<file path="config.mk">
export PLATFORM = sky130hd
export DESIGN_NAME = gbc_lcd_transmitter
export DESIGN_NICKNAME = d
export VERILOG_FILES = /design/src/rtl/gbc_lcd_transmitter_pkg.sv /design/src/rtl/gbc_slot_timer.sv /design/src/rtl/gbc_lcd_transmitter.sv
export SDC_FILE = /design/constraint.sdc
export NUM_CORES = 1
export LEC_CHECK = 0
export ABC_AREA = 1
export BUFFER_PORTS_ARGS = -buffer_cell sky130_fd_sc_hd__buf_2
export CAP_MARGIN = 20
export CORE_MARGIN = 2
export CORE_UTILIZATION = 55
export CTS_BUF_LIST = sky130_fd_sc_hd__clkbuf_4 sky130_fd_sc_hd__clkbuf_8 sky130_fd_sc_hd__clkbuf_16
export DETAILED_ROUTE_END_ITERATION = 8
export GPL_ROUTABILITY_DRIVEN = 0
export PLACE_DENSITY = 0.74
export REMOVE_ABC_BUFFERS = 1
export SETUP_SLACK_MARGIN = 0.4
export SYNTH_ARGS = -nofsm -noshare
export SYNTH_HDL_FRONTEND = slang
export SYNTH_SLANG_ARGS = --single-unit
</file>
<file path="constraint.sdc">
create_clock -name i_clk -period 8.6 [get_ports i_clk]
set_input_delay 2.15 -clock i_clk [delete_from_list [all_inputs] [get_ports i_clk]]
set_output_delay 2.15 -clock i_clk [all_outputs]
set_load 0.02 [all_outputs]
</file>
<file path="src/rtl/gbc_lcd_transmitter_pkg.sv">
// gbc_lcd_transmitter_pkg: GBC screen geometry and frame-buffer word shapes shared by the
// LCD transmitter, the display capture block and the VGA frame-buffer reader.
package gbc_lcd_transmitter_pkg;
  localparam int GBC_W = 160;
  localparam int GBC_H = 144;
  localparam int ADDR_W = 15;
  localparam int PIX_W = 3;
  typedef logic [ADDR_W-1:0] addr_t;
  typedef logic [PIX_W-1:0] pix_t;
  function automatic int slot_cycles(input int dclk_div);
    return 2 * dclk_div;
  endfunction
endpackage

</file>
<file path="src/rtl/gbc_slot_timer.sv">
// gbc_slot_timer: divides the system clock into LCD slots (LOW phase then HIGH phase);
// each strobe marks the clock edge that ends the current cycle.
module gbc_slot_timer
  import gbc_lcd_transmitter_pkg::*;
#(
  parameter int DCLK_DIV = 4
) (
  input  logic clk,
  input  logic rst,
  input  logic run,
  output logic slot_start,
  output logic dclk_rise,
  output logic fetch,
  output logic pre_start
);
  localparam int SLOT = slot_cycles(DCLK_DIV);
  localparam int CW = $clog2(SLOT);
  // the fetch edge sits two cycles ahead of the rise, wrapping into the previous slot when DCLK_DIV=2
  localparam int FETCH = (3 * DCLK_DIV - 3) % SLOT;
  logic [CW-1:0] cnt;
  always_ff @(posedge clk)
    cnt <= (rst || !run || slot_start) ? '0 : cnt + 1'b1;
  always_comb begin
    slot_start = cnt == CW'(SLOT - 1);
    pre_start = cnt == CW'(SLOT - 2);
    dclk_rise = cnt == CW'(DCLK_DIV - 1);
    fetch = cnt == CW'(FETCH);
  end
endmodule

</file>
<file path="src/rtl/gbc_lcd_transmitter.sv">
// gbc_lcd_transmitter: streams a frame buffer to a GBC-style LCD as slots of dot clock,
// with line-latch and frame-start pulses; every output is a register.
module gbc_lcd_transmitter
  import gbc_lcd_transmitter_pkg::*;
#(
  parameter int H_PIXELS = GBC_W,
  parameter int V_LINES = GBC_H,
  parameter int DCLK_DIV = 4,
  parameter int H_BLANK_SLOTS = 20,
  parameter int V_BLANK_LINES = 10
) (
  input  logic              i_clk,
  input  logic              i_reset,
  input  logic              i_enable,
  output logic [ADDR_W-1:0] o_pixAddr,
  input  logic [PIX_W-1:0]  i_pixData,
  output logic              o_dclk,
  output logic              o_cls,
  output logic              o_sps,
  output logic [PIX_W-1:0]  o_pixelData,
  output logic              o_frameDone
);
  localparam int LINE_SLOTS = H_PIXELS + 1 + H_BLANK_SLOTS;
  localparam int VB_SLOTS = V_BLANK_LINES * LINE_SLOTS;
  localparam int SW = $clog2(VB_SLOTS + H_PIXELS + H_BLANK_SLOTS + 1);
  localparam int YW = $clog2(V_LINES + 1);
  typedef enum logic [2:0] {IDLE, SYNC, ACTIVE, LATCH, HBLANK, VBLANK} state_t;
  state_t state, state_n;
  logic [SW-1:0] slot, slot_n;
  logic [YW-1:0] y, y_n;
  logic [ADDR_W-1:0] line_base, base_n, addr_n;
  logic [PIX_W-1:0] pix_n;
  logic slot_start, dclk_rise, fetch, pre_start, slot_last;
  logic dclk_n, cls_n, sps_n, done_n;
  gbc_slot_timer #(.DCLK_DIV(DCLK_DIV)) u_timer (
    .clk(i_clk),
    .rst(i_reset),
    .run(state != IDLE),
    .slot_start(slot_start),
    .dclk_rise(dclk_rise),
    .fetch(fetch),
    .pre_start(pre_start)
  );
  always_ff @(posedge i_clk)
    if (i_reset) begin
      state <= IDLE;
      slot <= '0;
      y <= '0;
      line_base <= '0;
      o_pixAddr <= '0;
      o_dclk <= 1'b0;
      o_cls <= 1'b0;
      o_sps <= 1'b0;
      o_pixelData <= '0;
      o_frameDone <= 1'b0;
    end else begin
      state <= state_n;
      slot <= slot_n;
      y <= y_n;
      line_base <= base_n;
      o_pixAddr <= addr_n;
      o_dclk <= dclk_n;
      o_cls <= cls_n;
      o_sps <= sps_n;
      o_pixelData <= pix_n;
      o_frameDone <= done_n;
    end
  // slot counts pixels in ACTIVE and idle slots in HBLANK/VBLANK; SYNC and LATCH are one slot
  always_comb begin
    slot_last = state == ACTIVE ? slot == SW'(H_PIXELS - 1) :
                state == HBLANK ? slot == SW'(H_BLANK_SLOTS - 1) :
                state == VBLANK ? slot == SW'(VB_SLOTS - 1) : 1'b1;
    state_n = state;
    slot_n = slot;
    y_n = y;
    base_n = line_base;
    if (state == IDLE)
      state_n = i_enable ? SYNC : IDLE;
    else if (slot_start) begin
      slot_n = slot_last ? '0 : slot + 1'b1;
      if (slot_last)
        case (state)
          SYNC: state_n = ACTIVE;
          ACTIVE: state_n = LATCH;
          LATCH: state_n = HBLANK;
          HBLANK: begin
            state_n = int'(y) + 1 < V_LINES ? ACTIVE : VBLANK;
            y_n = y + 1'b1;
            base_n = line_base + ADDR_W'(H_PIXELS);
          end
          VBLANK: begin
            state_n = i_enable ? SYNC : IDLE;
            y_n = '0;
            base_n = '0;
          end
          default: state_n = IDLE;
        endcase
    end
  end
  always_comb begin
    sps_n = state_n == SYNC;
    cls_n = state_n == LATCH;
    dclk_n = state == ACTIVE && (dclk_rise || (o_dclk && !slot_start));
    pix_n = state_n != ACTIVE ? '0 : dclk_rise ? i_pixData : o_pixelData;
    addr_n = (state_n == IDLE || state_n == VBLANK) ? '0 :
             (fetch && state_n == ACTIVE) ? base_n + ADDR_W'(slot_n) : o_pixAddr;
    done_n = state == VBLANK && slot_last && pre_start;
  end
endmodule

</file>
==> run_results.csv <==
group,metric,value,unit
critical_path,critPathLaunchType,"flip-flop",
synthesis,ys_warn_count,0,
clocking,clkLatencyLatePin,0.34,ns
global_routing,first_global_vias,3464,
synthesis,synthArstFlopShare,0,
clocking,clockRootBuffer,"clkbuf_8",
final_layout,n_antenna_cell,0,
critical_path,r2r_start,"slot[0]$_SDFF_PP0_",
floorplan,pin_count,28,
final_layout,area_growth,10.6,%
sta,worst_pin_slew,0.690,ns
floorplan,placementRows,30,
synthesis,synth_ff_type,"dfxtp_1",
critical_path,crit_start,"slot[0]$_SDFF_PP0_",
sta,period_needed,3.75,ns
critical_path,r2r_setup_slack,4.85,ns
floorplan,die_w,87.5,um
run,max-cap-violations,0,
drt,top_layer,"met4",
drt,met3_length,337,um
clocking,cts_tree,"built",
critical_path,cp_slowest_cell,"dfxtp_1",
global_routing,grt_pass1_wl,15.3,mm
final_layout,drive_gt1_frac,0.118,
clocking,postCtsHoldBufs,0,
hold_path,hold_path_class,"reg -> reg",
sta,layout_worst_path_cycle_share,0.436,
synthesis,seq_area_frac_synth,0.323,
critical_path,worst_r2r_path_depth,19,
clocking,cts.sinks,62,
clocking,h-tree-depth,3,
floorplan,start_util,0.568,
floorplan,core,0.00676,mm2
sta,fmaxAchievable,267,MHz
sta,holdWs,0.446,ns
synthesis,synth_area,0.00384,mm2
drt,drt-total-wl,8.86,mm
final_layout,final_common_cell,"nand2_1",
final_layout,final_cell_mix,"nand2_1 (148), inv_1 (86), nor2_1 (78)",
final_layout,post-route-util,0.628,
placement,io_buffers,27,
critical_path,worstPathMaxFanout,13,
pwr,ir_drop,0.0000980,V
outcome,outcome,"completed",
critical_path,worst-path-buf-inv,1,
sta,slew_headroom,0.540,
placement,dp_hpwl,6.72,mm
final_layout,finish.instance_area,0.00424,mm2
critical_path,crit_family,"compound AO/OA/AOI/OAI gates",
synthesis,synth-edff-count,0,
global_routing,grtUsageTotal,0.250,
pwr,power.total,594,uW
global_routing,overflow,0,
drt,first_iter_violations,193,
sta,slew_violations,0,
pwr,power.density,140,mW/mm2
drt,drc_errors,0,
synthesis,syn_area_per_cell,6.57,um2
placement,dpl_cell_area,0.00402,mm2
clocking,cts_resized,0,
floorplan,die_h,87.5,um
clocking,clock_path_buffers,2,
synthesis,yosys.cell_types.count,46,
critical_path,r2r_end,"o_pixAddr[14]$_SDFFE_PP0P_",
drt,ant_nets,0,
critical_path,max_stage_delay,0.41,ns
global_routing,grt_max_degree,39,
critical_path,crit_end,"o_pixAddr[14]$_SDFFE_PP0P_",
final_layout,multiInputGateArea,0.00220,mm2
sta,finalSetupTns,0,ns
floorplan,die_area,0.00766,mm2
synthesis,synth-seq-cells,62,
critical_path,critPathMostFrequentCell,"nor2_1",
sta,skew,0.00952,ns
final_layout,nFillCells,647,
drt,wl_per_cell,12.7,um
clocking,cts_buffers,9,
clocking,post_cts_buffers,0,
final_layout,seqCellArea,0.00124,mm2
final_layout,nets,638,
drt,wl_met1,4.11,mm
clocking,clk_pin_slew,0.07,ns
critical_path,cp.required,8.84,ns
critical_path,critPathCaptureType,"flip-flop",
critical_path,critical_path.cell_chain,"ha_1 -> nand2_1 -> nor2_1 -> nand2_1 -> o21ai_4 -> nand2_4 -> nor2_4 -> nand2_2 -> nor2_1 -> inv_1 -> o21ai_0 -> ha_1 -> a21oi_1 -> a21boi_0 -> o21ai_1 -> nand2_1 -> a21oi_1 -> nor2_1 -> nor2_1",
sta,setup_viol,0,
global_routing,antenna_found_initial,0,
synthesis,syn-instance-count,584,
pwr,p_leak,0.00215,uW
drt,routed_via_density,5.31,
critical_path,cp.depth,19,
drt,drt_pre_antenna_iters,4,
drt,met2_length,4.28,mm
drt,vias,3703,
sta,hold_violations,0,
critical_path,critPathKind,"reg -> reg",
critical_path,cp_data_arrival_time,3.99,ns
sta,rsz0062_at_grt,"false",
report_power, final:
part	internal (uW)	switching (uW)	total, uW
clock	170	118	288
sequential	288	1.25	289
combinational	4.32	12.5	16.9
total	462	132	594
logic make-up after synthesis:
kind of cell	after synthesis	share of synthesized area
and+or+nand+nor	317	0.366
buffers and inverters	103	0.104
AOI/OAI and AO/OA	68	0.106
DFF	62	0.323
adders and majority gates	20	0.0672
xor gates and xnor gates	11	0.0251
muxes	3	0.00783
worst reg2reg max path, stage by stage (launching register included):
cell      delay (ns)
dfxtp_1         0.41
ha_1            0.25
nand2_1         0.07
nor2_1          0.10
nand2_1         0.10
o21ai_4         0.21
nand2_4         0.12
nor2_4          0.13
nand2_2         0.17
nor2_1          0.26
inv_1           0.09
o21ai_0         0.34
ha_1            0.36
a21oi_1         0.27
a21boi_0        0.29
o21ai_1         0.14
nand2_1         0.10
a21oi_1         0.06
nor2_1          0.12
nor2_1          0.05
layout make-up:
type,instances,area share
multi-input combinational,419,0.517
sequential,62,0.292
inverter,93,0.0823
clock buffer,10,0.0324
timing repair buffer,27,0.0318
tap,80,0.0236
clock inverter,6,0.0200
worst min path at each step:
stage	from	slack, ns	end	depth (start not counted)
CTS	line_base[4]$_SDFF_PP0_	0.45	line_base[4]$_SDFF_PP0_	2
global route	line_base[0]$_SDFF_PP0_	0.47	line_base[0]$_SDFF_PP0_	2
floorplan	line_base[0]$_SDFF_PP0_	0.42	line_base[0]$_SDFF_PP0_	2
detailed placement	line_base[4]$_SDFF_PP0_	0.44	line_base[4]$_SDFF_PP0_	2
global placement	line_base[0]$_SDFF_PP0_	0.44	line_base[0]$_SDFF_PP0_	2
finish	line_base[4]$_SDFF_PP0_	0.45	line_base[4]$_SDFF_PP0_	2
layer usage:
| metal | vias to the layer above | global-route usage |
|---|---|---|
| met2 | 76 | 0.426 |
| met4 | 0 | 0.0825 |
| met1 | 1694 | 0.321 |
| li1 | 1919 | - |
| met5 | - | 0 |
| met3 | 14 | 0.0424 |
metrics by stage:
step,setup WS [ns],instances
after floorplan,5.39,574
after global placement,5.08,681
after detailed placement,4.99,681
after CTS,4.94,697
after global routing,4.47,697
final,4.85,697
flip-flops by register name, summed over array words and instances, names as in the netlist:
register	flops
o_cls	1
o_dclk	1
u_timer.cnt	3
o_pixAddr	15
o_frameDone	1
state	3
line_base	15
o_pixelData	3
y	8
o_sps	1
slot	11
synth_stat cells, types with 2 or more instances:
master	instances	area, um2
nand4_1	10	62.6
nand2_2	8	50.1
clkbuf_1	6	22.5
xor2_1	10	87.6
nor2_1	78	293
nor2_4	3	33.8
a21o_1	2	15.0
a21oi_1	27	135
inv_1	86	323
nor2_2	2	12.5
dfxtp_1	62	1240
o21ai_1	5	25.0
a211oi_1	5	37.5
nor4_1	3	18.8
mux2i_1	3	30.0
or2_2	3	18.8
o21a_1	2	15.0
buf_2	2	10.0
o21ai_0	16	80.1
nand3_1	43	215
and3_1	2	12.5
nand2_4	2	22.5
nand2_1	148	556
ha_1	19	238
inv_2	7	26.3
nor3_1	10	50.1
(Power assumes the default switching activity.)
